File: src/rtl/ps2_key_event_rx_pkg.sv
// Shared types and constants for the PS/2 key-event receiver.
package ps2_pkg;

    // Set-2 prefix bytes folded into the following key code
    localparam logic [7:0] PS2_PREFIX_EXT = 8'hE0;
    localparam logic [7:0] PS2_PREFIX_BRK = 8'hF0;

    // Frame receiver states
    typedef enum logic [1:0] {
        ST_IDLE,
        ST_DATA,
        ST_CHECK
    } ps2_state_t;

    // One decoded key event as stored in the FIFO
    typedef struct packed {
        logic [7:0] code;
        logic       ext;
        logic       brk;
    } ps2_evt_t;

    // Frame is LSB-first: [0]=start, [8:1]=data, [9]=parity, [10]=stop.
    // Odd parity: the data bits and the parity bit together hold an odd number of ones.
    function automatic logic frame_ok(input logic [10:0] frame);
        return ~frame[0] & frame[10] & (^frame[9:1]);
    endfunction

endpackage

File: src/rtl/ps2_key_event_rx_if.sv
// Key-event stream: show-ahead valid/ready plus FIFO occupancy.
interface ps2_key_event_rx_if #(
    parameter int FIFO_DEPTH = 8
);
    import ps2_pkg::*;

    logic                          evt_valid;
    logic                          evt_ready;
    logic [7:0]                    evt_code;
    logic                          evt_ext;
    logic                          evt_break;
    logic [$clog2(FIFO_DEPTH):0]   evt_count;

    modport master (
        output evt_valid, evt_code, evt_ext, evt_break, evt_count,
        input  evt_ready
    );

    modport slave (
        input  evt_valid, evt_code, evt_ext, evt_break, evt_count,
        output evt_ready
    );

endinterface

File: src/rtl/ps2_key_event_rx_fifo.sv
// Generic show-ahead FIFO; the head entry is readable while not empty.
// Occupancy is counted separately so full/empty never alias.
module ps2_evt_fifo #(
    parameter int WIDTH = 10,
    parameter int DEPTH = 8
) (
    input  logic                     clk,
    input  logic                     reset,
    input  logic                     push,
    input  logic [WIDTH-1:0]         din,
    input  logic                     pop,
    output logic [WIDTH-1:0]         dout,
    output logic                     full,
    output logic                     empty,
    output logic [$clog2(DEPTH):0]   count
);
    localparam int AW = $clog2(DEPTH);

    logic [WIDTH-1:0] mem [DEPTH];
    logic [AW-1:0]    wr_ptr_reg;
    logic [AW-1:0]    rd_ptr_reg;
    logic [AW:0]      count_reg;
    logic             do_pop;
    logic             do_push;

    assign full    = (count_reg == (AW+1)'(DEPTH));
    assign empty   = (count_reg == '0);
    assign count   = count_reg;
    assign dout    = mem[rd_ptr_reg];
    // A full FIFO still takes a push when the head leaves in the same cycle
    assign do_pop  = pop & ~empty;
    assign do_push = push & (~full | do_pop);

    // Storage write; contents need no reset because count gates visibility
    always_ff @(posedge clk) begin
        if (do_push) mem[wr_ptr_reg] <= din;
    end

    // Pointer and occupancy bookkeeping; pointers wrap at the power-of-2 depth
    always_ff @(posedge clk or posedge reset) begin
        if (reset) begin
            wr_ptr_reg <= '0;
            rd_ptr_reg <= '0;
            count_reg  <= '0;
        end else begin
            if (do_push) wr_ptr_reg <= wr_ptr_reg + AW'(1);
            if (do_pop)  rd_ptr_reg <= rd_ptr_reg + AW'(1);
            case ({do_push, do_pop})
                2'b10:   count_reg <= count_reg + (AW+1)'(1);
                2'b01:   count_reg <= count_reg - (AW+1)'(1);
                default: count_reg <= count_reg;
            endcase
        end
    end

endmodule

File: src/rtl/ps2_key_event_rx.sv
// PS/2 keyboard receiver: pin conditioning, 11-bit frame capture,
// E0/F0 prefix folding and a buffered key-event stream.
module ps2_key_event_rx
    import ps2_pkg::*;
#(
    parameter int FILTER_LEN  = 8,
    parameter int FIFO_DEPTH  = 8,
    parameter int TIMEOUT_CYC = 200000
) (
    input  logic                  clk,
    input  logic                  reset,
    input  logic                  ps2c,
    input  logic                  ps2d,
    input  logic                  rx_en,
    ps2_key_event_rx_if.master    evt,
    output logic                  frame_err,
    output logic                  overflow
);
    localparam int TW = $clog2(TIMEOUT_CYC);

    logic [1:0]            c_sync_reg, d_sync_reg;
    logic [FILTER_LEN-1:0] filt_reg;
    logic                  f_c_reg, f_c_next, fall;
    ps2_state_t            state_reg, state_next;
    logic [3:0]            bit_cnt_reg;
    logic [10:0]           shift_reg;
    logic [TW-1:0]         tmo_reg;
    logic                  tmo_hit;
    logic                  ext_reg, brk_reg, tmo_err_reg;
    logic                  check_err, tmo_abort, set_ext, set_brk, push_req, clr_flags;
    logic [7:0]            rx_byte;
    ps2_evt_t              push_evt, head_evt;
    logic                  fifo_full, fifo_empty, pop;
    logic [$clog2(FIFO_DEPTH):0] fifo_count;

    // Two-flop synchronisers and the clock-line glitch filter shift register
    always_ff @(posedge clk or posedge reset) begin
        if (reset) begin
            c_sync_reg <= '0;
            d_sync_reg <= '0;
            filt_reg   <= '0;
            f_c_reg    <= 1'b0;
        end else begin
            c_sync_reg <= {c_sync_reg[0], ps2c};
            d_sync_reg <= {d_sync_reg[0], ps2d};
            filt_reg   <= {filt_reg[FILTER_LEN-2:0], c_sync_reg[1]};
            f_c_reg    <= f_c_next;
        end
    end

    // Filtered clock changes only on a unanimous window; a falling edge is one sample wide
    always_comb begin
        f_c_next = f_c_reg;
        if (&filt_reg)       f_c_next = 1'b1;
        else if (~|filt_reg) f_c_next = 1'b0;
    end
    assign fall    = f_c_reg & ~f_c_next;
    assign tmo_hit = (tmo_reg == TW'(TIMEOUT_CYC - 1));
    assign rx_byte = shift_reg[8:1];

    // Frame FSM state register
    always_ff @(posedge clk or posedge reset) begin
        if (reset) state_reg <= ST_IDLE;
        else       state_reg <= state_next;
    end

    // Frame FSM next-state logic
    always_comb begin
        state_next = state_reg;
        case (state_reg)
            ST_IDLE:  if (fall && rx_en) state_next = ST_DATA;
            ST_DATA: begin
                if (fall) begin
                    if (bit_cnt_reg == 4'd1) state_next = ST_CHECK;
                end else if (tmo_hit) begin
                    state_next = ST_IDLE;
                end
            end
            ST_CHECK: state_next = ST_IDLE;
            default:  state_next = ST_IDLE;
        endcase
    end

    // Frame FSM outputs: validity check and prefix decoding in CHECK, abort on timeout
    always_comb begin
        check_err = 1'b0;
        set_ext   = 1'b0;
        set_brk   = 1'b0;
        push_req  = 1'b0;
        tmo_abort = 1'b0;
        if (state_reg == ST_CHECK) begin
            if (!frame_ok(shift_reg))           check_err = 1'b1;
            else if (rx_byte == PS2_PREFIX_EXT) set_ext   = 1'b1;
            else if (rx_byte == PS2_PREFIX_BRK) set_brk   = 1'b1;
            else                                push_req  = 1'b1;
        end
        if (state_reg == ST_DATA && !fall && tmo_hit) tmo_abort = 1'b1;
        clr_flags = check_err | tmo_abort | push_req;
    end

    // Frame datapath: bit shifter, bit counter, inter-edge timeout and prefix flags
    always_ff @(posedge clk or posedge reset) begin
        if (reset) begin
            shift_reg   <= '0;
            bit_cnt_reg <= '0;
            tmo_reg     <= '0;
            ext_reg     <= 1'b0;
            brk_reg     <= 1'b0;
            tmo_err_reg <= 1'b0;
        end else begin
            if (state_reg == ST_IDLE && fall && rx_en) begin
                shift_reg   <= {d_sync_reg[1], shift_reg[10:1]};
                bit_cnt_reg <= 4'd10;
                tmo_reg     <= '0;
            end else if (state_reg == ST_DATA) begin
                if (fall) begin
                    shift_reg   <= {d_sync_reg[1], shift_reg[10:1]};
                    bit_cnt_reg <= bit_cnt_reg - 4'd1;
                    tmo_reg     <= '0;
                end else begin
                    tmo_reg <= tmo_reg + TW'(1);
                end
            end
            if (clr_flags)    ext_reg <= 1'b0;
            else if (set_ext) ext_reg <= 1'b1;
            if (clr_flags)    brk_reg <= 1'b0;
            else if (set_brk) brk_reg <= 1'b1;
            tmo_err_reg <= tmo_abort;
        end
    end

    assign push_evt  = '{code: rx_byte, ext: ext_reg, brk: brk_reg};
    assign pop       = evt.evt_ready & ~fifo_empty;
    assign frame_err = check_err | tmo_err_reg;
    assign overflow  = push_req & fifo_full & ~pop;

    ps2_evt_fifo #(
        .WIDTH (10),
        .DEPTH (FIFO_DEPTH)
    ) u_fifo (
        .clk   (clk),
        .reset (reset),
        .push  (push_req),
        .din   (push_evt),
        .pop   (pop),
        .dout  (head_evt),
        .full  (fifo_full),
        .empty (fifo_empty),
        .count (fifo_count)
    );

    // Head entry is masked to zero while empty so outputs are clean after reset
    assign evt.evt_valid = ~fifo_empty;
    assign evt.evt_code  = fifo_empty ? 8'h00 : head_evt.code;
    assign evt.evt_ext   = ~fifo_empty & head_evt.ext;
    assign evt.evt_break = ~fifo_empty & head_evt.brk;
    assign evt.evt_count = fifo_count;

endmodule

File: src/flat_wrapper.sv
// flat-port wrapper written by rule: the top's interface ports become plain ports
module ps2_key_event_rx_flat import ps2_pkg::*;
#(
    parameter int FILTER_LEN  = 8,
    parameter int FIFO_DEPTH  = 8,
    parameter int TIMEOUT_CYC = 200000
)
  (clk, reset, ps2c, ps2d, rx_en, frame_err, overflow, evt_evt_valid, evt_evt_code, evt_evt_ext, evt_evt_break, evt_evt_count, evt_evt_ready);
  ps2_key_event_rx_if #(.FIFO_DEPTH(FIFO_DEPTH)) evt_i ();
  input  logic clk;
  input  logic reset;
  input  logic ps2c;
  input  logic ps2d;
  input  logic rx_en;
  output logic frame_err;
  output logic overflow;
  output wire logic [$bits(evt_i.evt_valid)-1:0] evt_evt_valid;
  output wire logic [$bits(evt_i.evt_code)-1:0] evt_evt_code;
  output wire logic [$bits(evt_i.evt_ext)-1:0] evt_evt_ext;
  output wire logic [$bits(evt_i.evt_break)-1:0] evt_evt_break;
  output wire logic [$bits(evt_i.evt_count)-1:0] evt_evt_count;
  input wire logic [$bits(evt_i.evt_ready)-1:0] evt_evt_ready;
  assign evt_evt_valid = evt_i.evt_valid;
  assign evt_evt_code = evt_i.evt_code;
  assign evt_evt_ext = evt_i.evt_ext;
  assign evt_evt_break = evt_i.evt_break;
  assign evt_evt_count = evt_i.evt_count;
  assign evt_i.evt_ready = evt_evt_ready;
  ps2_key_event_rx #(.FILTER_LEN(FILTER_LEN), .FIFO_DEPTH(FIFO_DEPTH), .TIMEOUT_CYC(TIMEOUT_CYC)) u_core (.clk(clk), .reset(reset), .ps2c(ps2c), .ps2d(ps2d), .rx_en(rx_en), .evt(evt_i), .frame_err(frame_err), .overflow(overflow));
endmodule
File: config.mk
export PLATFORM = sky130hd
export DESIGN_NAME = ps2_key_event_rx_flat
export DESIGN_NICKNAME = d
export VERILOG_FILES = /design/src/rtl/ps2_key_event_rx_pkg.sv /design/src/rtl/ps2_key_event_rx_if.sv /design/src/rtl/ps2_key_event_rx_fifo.sv /design/src/rtl/ps2_key_event_rx.sv /design/src/flat_wrapper.sv
export SDC_FILE = /design/constraint.sdc
export NUM_CORES = 1
export LEC_CHECK = 0
export ABC_AREA = 0
export CORE_MARGIN = 2
export CORE_UTILIZATION = 40
export DETAILED_ROUTE_END_ITERATION = 6
export PLACE_DENSITY = 0.65
export SYNTH_ARGS = -nofsm -noshare
export SYNTH_HDL_FRONTEND = slang
export SYNTH_SLANG_ARGS = --single-unit
File: constraint.sdc
create_clock -name clk -period 3.75 [get_ports clk]
set_clock_uncertainty 0.15 [all_clocks]
set_input_delay 0.375 -clock clk [delete_from_list [all_inputs] [get_ports clk]]
set_output_delay 0.375 -clock clk [all_outputs]
set_load 0.05 [all_outputs]
==> results.py, run 1 <==
metrics = {
    "yosys": {
        "synth.distinct_cells": 50,
        "ys.flop_type": "edfxtp_1",
        "synth_fp_nets": 440,
        "seq_area_frac_synth_pct": 64.98,
        "synthCells": 421,
        "synth_seq_cells": 141,
        "syn_avg_cell_area_um2": 14.36,
        "yosysTopAreaCell": "edfxtp_1",
        "synth-edff-count": 80,
        "synth_area_um2": 6046,
        "synth-async-reset-ratio_pct": 43.26,
        "synth_top_cell_area_share_pct": 39.74,
        "synthTopCellsByArea": "edfxtp_1 (40%), dfrtp_1 (25%), mux4_2 (7.5%)",
        "yosys_warnings": 0,
    },
    "detailed_routing": {
        "drtPass1Iterations": 5,
        "vias": 3407,
        "ant_nets": 0,
        "viasPerCell": 5.194,
        "avgRoutedWirePerCell_um": 17.02,
        "drtIter0Drc": 274,
        "drc": 0,
        "routed_wl_mm": 11.17,
    },
    "finish": {
        "instances_no_fill": 656,
        "final_common_cell": "edfxtp_1",
        "layout_common_cells": "edfxtp_1 (80), dfrtp_1 (61), nor2_1 (36)",
        "area_growth_pct": 18.77,
        "nFillCells": 1227,
        "fin_nets": 478,
        "largest_reg_flops": 80,
        "n_antenna_cell": 0,
        "multi_input_area_um2": 1992,
        "drive_gt1_share_pct": 16.53,
        "regArea_um2": 3929,
    },
    "timing": {
        "fin_tns_setup_ps": 0,
        "fmax_mhz": 285.6,
        "hold_viol_final": 0,
        "report.final.slew_viol_count": 0,
        "max_slew.worst_pin.slew_ps": 1039,
        "setup_viol": 0,
        "fin_crit_sh_pct": 93.36,
        "holdWs_ps": 204.8,
        "rsz0062_at_grt": "false",
        "fin_crit_ps": 3501,
        "slew_headroom_pct": 30.66,
    },
    "place": {
        "post-dp-hpwl_mm": 7.158,
        "gp_congestion": 0.8065,
        "io_buffer_count": 22,
        "dp.cells": 624,
    },
    "power": {
        "p_switching_mw": 1.545,
        "total_leakage_power_nw": 2.712,
        "p_comb_share_pct": 26.6,
        "vdd_drop_max_mv": 0.3051,
        "power.share.switching_pct": 30.70,
        "power_mw": 5.035,
        "powerDensity_nw_per_um2": 701.1,
        "p_int_mw": 3.489,
        "seq_power_share_pct": 37.0,
        "p_clk_share_pct": 36.4,
    },
    "clocking": {
        "clkTransAtPathRegs_ps": 60,
        "htreeDepth": 4,
        "clock_latency_ps": 420,
        "clock-sinks": 141,
        "postCtsSetupRepairBufs": 0,
        "cts_root_buffer": "clkbuf_16",
        "numCtsBuffers": 17,
        "cts_tree": "done",
        "cts_buffer_depth": 2,
    },
    "floorplan": {
        "core-area_um2": 14640,
        "io_pins": 23,
        "die_height_um": 126.9,
        "fp.dieArea_um2": 16110,
        "die_x_um": 126.9,
        "num_rows": 44,
        "start_util_pct": 41.29,
    },
    "critical_path": {
        "r2r-start": "u_core.shift_reg[3]$_DFFE_PP0P_",
        "r2r_slack_ps": 520,
        "critPathRequiredTime_ps": 3220,
        "cp_max_fo": 10,
        "crit_type": "reg -> out",
        "worstPathArrival_ps": 2980,
        "end_kind": "output port",
        "cp-startpoint": "u_core.shift_reg[3]$_DFFE_PP0P_",
        "start_kind": "flop",
    },
    "global_route": {
        "grt_overflow": 0,
        "grtUsageTotal_pct": 14.90,
        "grt_pass1_wl_mm": 18.22,
        "antenna_found_initial": 0,
        "grt_pass1_vias": 3518,
        "grt_max_degree": 48,
    },
    "min_path": {
        "hold_class": "reg -> reg",
        "hold_path_startpoint": "u_core.c_sync_reg[1]$_DFF_PP0_",
    },
    "status": {
        "outcome": "finished, final reports clean",
    },
    "job": {
        "maxCapViolCount": 0,
    },
}
stage by stage:
step | instance area, µm² | utilization, % | setup WS (ps)
finish | 7181 | 49.03 | 248.8
CTS | 7177 | 49.01 | 119.6
detailed placement | 6534 | 44.62 | 399.5
global placement | 6534 | 44.62 | 435.5
global route | 7181 | 49.03 | 10.40
floorplan | 6046 | - | 601.6
power groups by stage:
stage	Combinational, mW	Sequential (mW)	Clock [mW]
floorplan	0.970	1.88	0
global placement	1.34	1.89	0
detailed placement	1.35	1.90	0
CTS	1.35	1.87	1.86
global route	1.43	1.88	1.93
finish	1.34	1.86	1.83
cells in the mapped netlist, types with 2 or more instances:
library cell,count
edfxtp_1,80
dfrtp_1,61
nor2_1,36
nand2_1,26
mux4_2,20
o21ai_0,19
nor4_1,16
xnor2_1,16
inv_1,14
nand3_1,13
ha_1,12
mux2i_1,12
clkbuf_1,10
nand4_1,8
nand2b_1,7
a21oi_1,6
and3_1,6
and2_1,5
mux2_2,5
o31ai_1,5
nor3_1,4
buf_2,3
nor2b_1,3
a21o_1,2
buf_4,2
nand4b_1,2
nor4b_1,2
o21ai_1,2
or2_2,2
xor2_1,2
layout make-up:
class                           count  share of cell area, %
Timing Repair Buffer               35                  4.635
Clock inverter                     12                  2.892
Inverter                           14                 0.7318
Clock buffer                       20                  6.081
Tap cell                          184                  3.206
Multi-Input combinational cell    250                  27.74
Sequential cell                   141                  54.71
worst max-delay path: stages (launching register included):
cell and delay [ps]:
dfrtp_1 520, inv_1 100, ha_1 310, xnor3_1 440
xnor2_2 330, nor2_1 100, nor2_1 140, or2_2 150
clkdlybuf4s15_1 490
kinds of logic (layout without fill, tap and decap cells):
logic type	Yosys count	after routing	share of synthesized area (%)
DFF	141	141	64.98
xor gates and xnor gates	20	20	3.249
AOI/OAI and AO/OA	42	42	4.263
buffers and inverters	30	81	2.173
adders and majority gates	13	13	2.815
muxes	37	37	10.37
and+or+nand+nor	138	138	12.15
final timing paths:
| kind | endpoint | depth (start not counted) |
|---|---|---|
| max in group asynchronous | u_core.filt_reg[6]$_DFF_PP0_ | 3 |
| worst min register to register | u_core.filt_reg[0]$_DFF_PP0_ | 0 |
| worst max register to register | u_core.u_fifo.count[3]$_DFFE_PP0P_ | 12 |
| min in group asynchronous | u_core.u_fifo.count[0]$_DFFE_PP0P_ | 2 |
| worst max-delay path | frame_err | 8 |
| worst min-delay path | u_core.filt_reg[0]$_DFF_PP0_ | 0 |
layer usage:
metal  track usage [%]  vias up  part of all wire, %
li1                  -     1660                    -
met1             18.46     1672                   44
met2             25.65       64                   51
met3             4.429       11                  4.7
met4             3.878        0                 0.88
met5                 0        -                    0
repair_timing:
action                     CTS  global route
setup endpoints to repair    1             2
hold buffers                 0             0
resized for setup            1             2
gates cloned                 0             0
Note: power is estimated with default switching activity, not from simulation.
==> inputs of run 2 (changes only) <==
--- a/config.mk
+++ b/config.mk
@@ -8,6 +8,8 @@
 export ABC_AREA = 0
 export CORE_MARGIN = 2
 export CORE_UTILIZATION = 40
+export CTS_BUF_LIST = sky130_fd_sc_hd__clkbuf_8
+export CTS_CLUSTER_SIZE = 16
 export DETAILED_ROUTE_END_ITERATION = 6
 export PLACE_DENSITY = 0.65
 export SYNTH_ARGS = -nofsm -noshare
==> run 2 against run 1 <==
Wire length is 0.22% higher. Sequential share of layout area grew 1.5 points. Sequential power is essentially flat. Combinational power is essentially flat. Largest power group unchanged. Largest cell class unchanged. Utilization shrank 1.3 points. Critical path depth decreased by 3. First-iteration DRC count increased by 8.0%. Worst hold slack better by 3.7 ps. Global-route usage decreased by 0.090 points. Via count rose by 0.26%.
==> results.py, run 2 (same netlist as run 1, synthesis figures left out) <==
metrics = {
    "power": {
        "seq_power_share_pct": 40.7,
        "total_leakage_power_nw": 2.638,
        "power_mw": 4.576,
        "p_int_mw": 3.091,
        "p_switching_mw": 1.485,
        "vdd_drop_max_mv": 0.2732,
        "p_comb_share_pct": 29.3,
        "p_clk_share_pct": 30.0,
        "power.share.switching_pct": 32.45,
        "powerDensity_nw_per_um2": 655.1,
    },
    "clocking": {
        "cts-resized-gates": 1,
        "holdBufCountCts": 0,
        "cts_root_buffer": "clkbuf_8",
        "clock_latency_ps": 440,
        "cts_buffer_depth": 2,
        "postCtsSetupRepairBufs": 0,
        "htreeDepth": 4,
        "cts_tree": "done",
        "numCtsBuffers": 17,
        "clkTransAtPathRegs_ps": 90,
        "clock-sinks": 141,
    },
    "floorplan": {
        "num_rows": 44,
        "core-area_um2": 14640,
        "start_util_pct": 41.29,
        "io_pins": 23,
        "fp.dieArea_um2": 16110,
        "die_height_um": 126.9,
        "die_x_um": 126.9,
    },
    "finish": {
        "n_antenna_cell": 0,
        "largest_reg_flops": 80,
        "final_common_cell": "edfxtp_1",
        "fin_nets": 478,
        "layout_common_cells": "edfxtp_1 (80), dfrtp_1 (61), nor2_1 (36)",
        "drive_gt1_share_pct": 16.74,
        "instances_no_fill": 656,
        "area_growth_pct": 15.52,
    },
    "detailed_routing": {
        "vias": 3416,
        "viasPerCell": 5.207,
        "ant_nets": 0,
        "drc": 0,
        "drtIter0Drc": 296,
        "avgRoutedWirePerCell_um": 17.06,
        "drtPass1Iterations": 5,
        "routed_wl_mm": 11.19,
    },
    "critical_path": {
        "critPathRequiredTime_ps": 3220,
        "end_kind": "output port",
        "cp_max_fo": 14,
        "worstPathArrival_ps": 2850,
        "start_kind": "flop",
        "crit_type": "reg -> out",
    },
    "timing": {
        "fin_crit_sh_pct": 89.93,
        "fmax_mhz": 296.5,
        "layout_setup_ws_ps": 377.6,
        "fin_crit_ps": 3372,
        "hold_viol_final": 0,
        "fin_tns_setup_ps": 0,
        "rsz0062_at_grt": "false",
        "setup_viol": 0,
        "slew_headroom_pct": 30.35,
        "report.final.slew_viol_count": 0,
        "max_slew.worst_pin.slew_ps": 1043,
    },
    "global_route": {
        "grtUsageTotal_pct": 14.81,
        "antenna_found_initial": 0,
        "grt_pass1_vias": 3502,
        "grt_pass1_wl_mm": 18.13,
        "grt_overflow": 0,
        "grt_max_degree": 48,
    },
    "job": {
        "maxCapViolCount": 0,
    },
    "place": {
        "dp.cells": 624,
        "post-dp-hpwl_mm": 7.158,
        "io_buffer_count": 22,
        "pre_cts_ws_ps": 399.5,
        "gp_congestion": 0.8065,
    },
    "min_path": {
        "hold_class": "reg -> reg",
    },
    "status": {
        "outcome": "finished, final reports clean",
    },
}
## run 2: power by group through the flow
stage,Clock (mW),Sequential (mW),Combinational [mW]
6_report,1.37,1.86,1.34
5_1_grt,1.48,1.88,1.43
4_1_cts,1.41,1.87,1.36
3_5_place_dp,0,1.90,1.35
3_3_place_gp,0,1.89,1.34
2_1_floorplan,0,1.88,0.970
## run 2: area by class of cell
cell class	count	area, µm²
clock inverters	15	219.0
multi-input cells	250	1992
repair buffers	35	327.8
flip-flops and latches	141	3929
well taps	184	230.2
clock buffers	17	234.0
inverters	14	52.55
fillers	1260	7660
## run 2: critical path, cell delays in order (launching register included)
cell	delay (ps)
dfrtp_1	730
buf_12	250
mux4_2	520
mux2i_1	160
nor2_1	50
clkdlybuf4s50_1	690
## run 2: per-stage QoR
step	area, µm²	hold slack, ps	util, %
3_5_place_dp	6534	187.1	44.62
3_3_place_gp	6534	195.4	44.62
2_1_floorplan	6046	181.2	-
6_report	6984	208.5	47.69
5_1_grt	6984	203.0	47.69
4_1_cts	6985	193.3	47.70
## run 2: routing by layer
| layer | part of all wire (%) | vias to the layer above | track usage [%] |
|---|---|---|---|
| met5 | 0 | - | 0 |
| met4 | 1.0 | 0 | 4.848 |
| met3 | 3.8 | 8 | 3.669 |
| met2 | 51 | 56 | 25.30 |
| met1 | 44 | 1696 | 18.58 |
| li1 | - | 1656 | - |
## run 2: final timing paths
path                                                    startpoint                            endpoint  slack, ps  cells past startpoint
setup reg to reg                   u_core.shift_reg[3]$_DFFE_PP0P_  u_core.u_fifo.count[3]$_DFFE_PP0P_        520                     12
max in group asynchronous                                    reset      u_core.d_sync_reg[1]$_DFF_PP0_       2280                      3
hold reg to reg                     u_core.c_sync_reg[1]$_DFF_PP0_        u_core.filt_reg[0]$_DFF_PP0_        210                      0
min in group asynchronous                                    reset  u_core.u_fifo.count[0]$_DFFE_PP0P_        360                      2
hold / removal                      u_core.c_sync_reg[1]$_DFF_PP0_        u_core.filt_reg[0]$_DFF_PP0_        210                      0
setup / recovery           u_core.u_fifo.rd_ptr_reg[0]$_DFFE_PP0P_                     evt_evt_code[5]        380                      5
==> inputs of run 3 (changes only) <==
--- a/config.mk
+++ b/config.mk
@@ -7,11 +7,11 @@
 export LEC_CHECK = 0
 export ABC_AREA = 0
 export CORE_MARGIN = 2
-export CORE_UTILIZATION = 40
+export CORE_UTILIZATION = 63
 export CTS_BUF_LIST = sky130_fd_sc_hd__clkbuf_8
 export CTS_CLUSTER_SIZE = 16
 export DETAILED_ROUTE_END_ITERATION = 6
-export PLACE_DENSITY = 0.65
+export PLACE_DENSITY = 0.91
 export SYNTH_ARGS = -nofsm -noshare
 export SYNTH_HDL_FRONTEND = slang
 export SYNTH_SLANG_ARGS = --single-unit
==> run 3 against run 2 <==
Non-clock buffer count did not move. Design area down 1.8%. Via count is 4.8% higher. Maximum frequency is 1.2% higher. Global-route usage grew 9.7 points. Sequential cell count is the same. Clock-buffer cell count is the same. Register-to-register slack worse by 80 ps. Setup slack gained 41 ps.
==> results.py, run 3 (same netlist as run 1, synthesis figures left out) <==
metrics = {
    "global_route": {
        "grt_max_degree": 40,
        "grt_pass1_wl_mm": 18.61,
        "antenna_found_initial": 0,
        "grt_pass1_vias": 3695,
        "grt_overflow": 0,
        "grtUsageTotal_pct": 24.52,
    },
    "finish": {
        "regArea_um2": 3929,
        "drive_gt1_share_pct": 17.16,
        "instances_no_fill": 601,
        "nFillCells": 591,
        "stdcell_area_um2": 6858,
        "fin_nets": 478,
        "n_antenna_cell": 0,
        "area_growth_pct": 13.43,
        "layout_common_cells": "edfxtp_1 (80), dfrtp_1 (61), nor2_1 (36)",
        "final_common_cell": "edfxtp_1",
        "multi_input_area_um2": 1992,
        "largest_reg_flops": 80,
        "final_util_pct": 73.87,
    },
    "detailed_routing": {
        "avgRoutedWirePerCell_um": 19.18,
        "ant_nets": 0,
        "drc": 0,
        "drtIter0Drc": 309,
        "vias": 3580,
        "viasPerCell": 5.957,
        "drtPass1Iterations": 5,
        "routed_wl_mm": 11.53,
    },
    "timing": {
        "max_slew.worst_pin.slew_ps": 949.0,
        "rsz0062_at_grt": "false",
        "report.final.slew_viol_count": 0,
        "fin_tns_setup_ps": 0,
        "fin_crit_sh_pct": 88.85,
        "fin_crit_ps": 3332,
        "setup_viol": 0,
        "slew_headroom_pct": 35.90,
        "layout_setup_ws_ps": 418.2,
        "hold_viol_final": 0,
        "fmax_mhz": 300.1,
        "holdWs_ps": 141.5,
    },
    "clocking": {
        "clkTransAtPathRegs_ps": 80,
        "cts_buffer_depth": 2,
        "numCtsBuffers": 17,
        "htreeDepth": 4,
        "cts-resized-gates": 1,
        "postCtsSetupRepairBufs": 0,
        "cts_root_buffer": "clkbuf_8",
        "holdBufCountCts": 0,
        "clock_latency_ps": 430,
        "clock-sinks": 141,
        "cts_tree": "done",
    },
    "critical_path": {
        "critPathRequiredTime_ps": 3220,
        "max_stage_delay_ps": 510,
        "end_kind": "output port",
        "cp_max_fo": 9,
        "worstPathCellList": "inv_1, ha_1, xnor3_1, xnor2_2, nor2_1, nor2_1, or2_2, clkbuf_2",
        "crit_type": "reg -> out",
        "worstPathArrival_ps": 2810,
        "start_kind": "flop",
        "crit_path_top_delay_cell": "dfrtp_1",
        "cp_common_cell": "nor2_1",
    },
    "floorplan": {
        "num_rows": 35,
        "io_pins": 23,
        "start_util_pct": 65.12,
        "die_x_um": 102.0,
        "core-area_um2": 9284,
        "die_height_um": 102.0,
        "fp.dieArea_um2": 10400,
    },
    "min_path": {
        "hold_class": "in -> async",
    },
    "place": {
        "pre_cts_ws_ps": 366.2,
        "post-dp-hpwl_mm": 7.355,
        "place_area_um2": 6452,
        "io_buffer_count": 22,
        "gp_congestion": 0.8509,
        "dp.cells": 569,
    },
    "power": {
        "powerDensity_nw_per_um2": 643.2,
        "vdd_drop_max_mv": 0.3821,
        "total_leakage_power_nw": 2.593,
        "power_mw": 4.411,
    },
    "status": {
        "outcome": "finished, final reports clean",
    },
    "job": {
        "maxCapViolCount": 0,
    },
}
-- run 3: changes by cell type in the layout (fill, tap and decap cells not counted) --
cell	change
clkinv_2	+2
buf_12	-1
bufinv_16	-2
inv_6	-3
inv_1	-2
buf_4	+1
clkinv_4	+1
clkinvlp_4	+4
-- run 3: cell type report --
type	count	area share, %
clock buffer	17	3.412
tap	129	2.354
clock inverter	15	2.536
sequential	141	57.29
timing repair buffer	35	4.598
inverter	14	0.7663
multi-input combinational	250	29.05
-- run 3: final timing paths --
| path | cells after the start | end | slack [ps] | start |
|---|---|---|---|---|
| worst max-delay path | 8 | frame_err | 420 | u_core.shift_reg[1]$_DFFE_PP0P_ |
| worst max register to register | 12 | u_core.u_fifo.count[3]$_DFFE_PP0P_ | 440 | u_core.shift_reg[1]$_DFFE_PP0P_ |
| worst min-delay path | 2 | u_core.shift_reg[3]$_DFFE_PP0P_ | 140 | reset |
| min in group clk | 0 | u_core.d_sync_reg[1]$_DFF_PP0_ | 200 | u_core.d_sync_reg[0]$_DFF_PP0_ |
| worst min register to register | 0 | u_core.d_sync_reg[1]$_DFF_PP0_ | 200 | u_core.d_sync_reg[0]$_DFF_PP0_ |
| max in group asynchronous | 3 | u_core.tmo_err_reg$_DFF_PP0_ | 2430 | reset |
-- run 3: power breakdown --
part	internal [mW]	switching [mW]	total [mW]
sequential	1.70	0.110	1.81
combinational	0.579	0.789	1.37
clock	0.655	0.574	1.23
-- run 3: metal layers --
| metal | GRT usage, % | vias to the layer above | share of wire [%] |
|---|---|---|---|
| li1 | - | 1656 | - |
| met1 | 29.41 | 1800 | 40 |
| met2 | 43.57 | 102 | 54 |
| met3 | 5.677 | 22 | 5.0 |
| met4 | 9.026 | 0 | 1.5 |
| met5 | 0 | - | 0 |
-- run 3: worst max-delay path: cells and delay by family (launching register included) --
| kind | cells | cell delay [ps] |
|---|---|---|
| xor+xnor | 2 | 620 |
| fa+ha+maj | 1 | 330 |
| buf+inv | 2 | 370 |
| flops | 1 | 510 |
| simple gates | 3 | 530 |
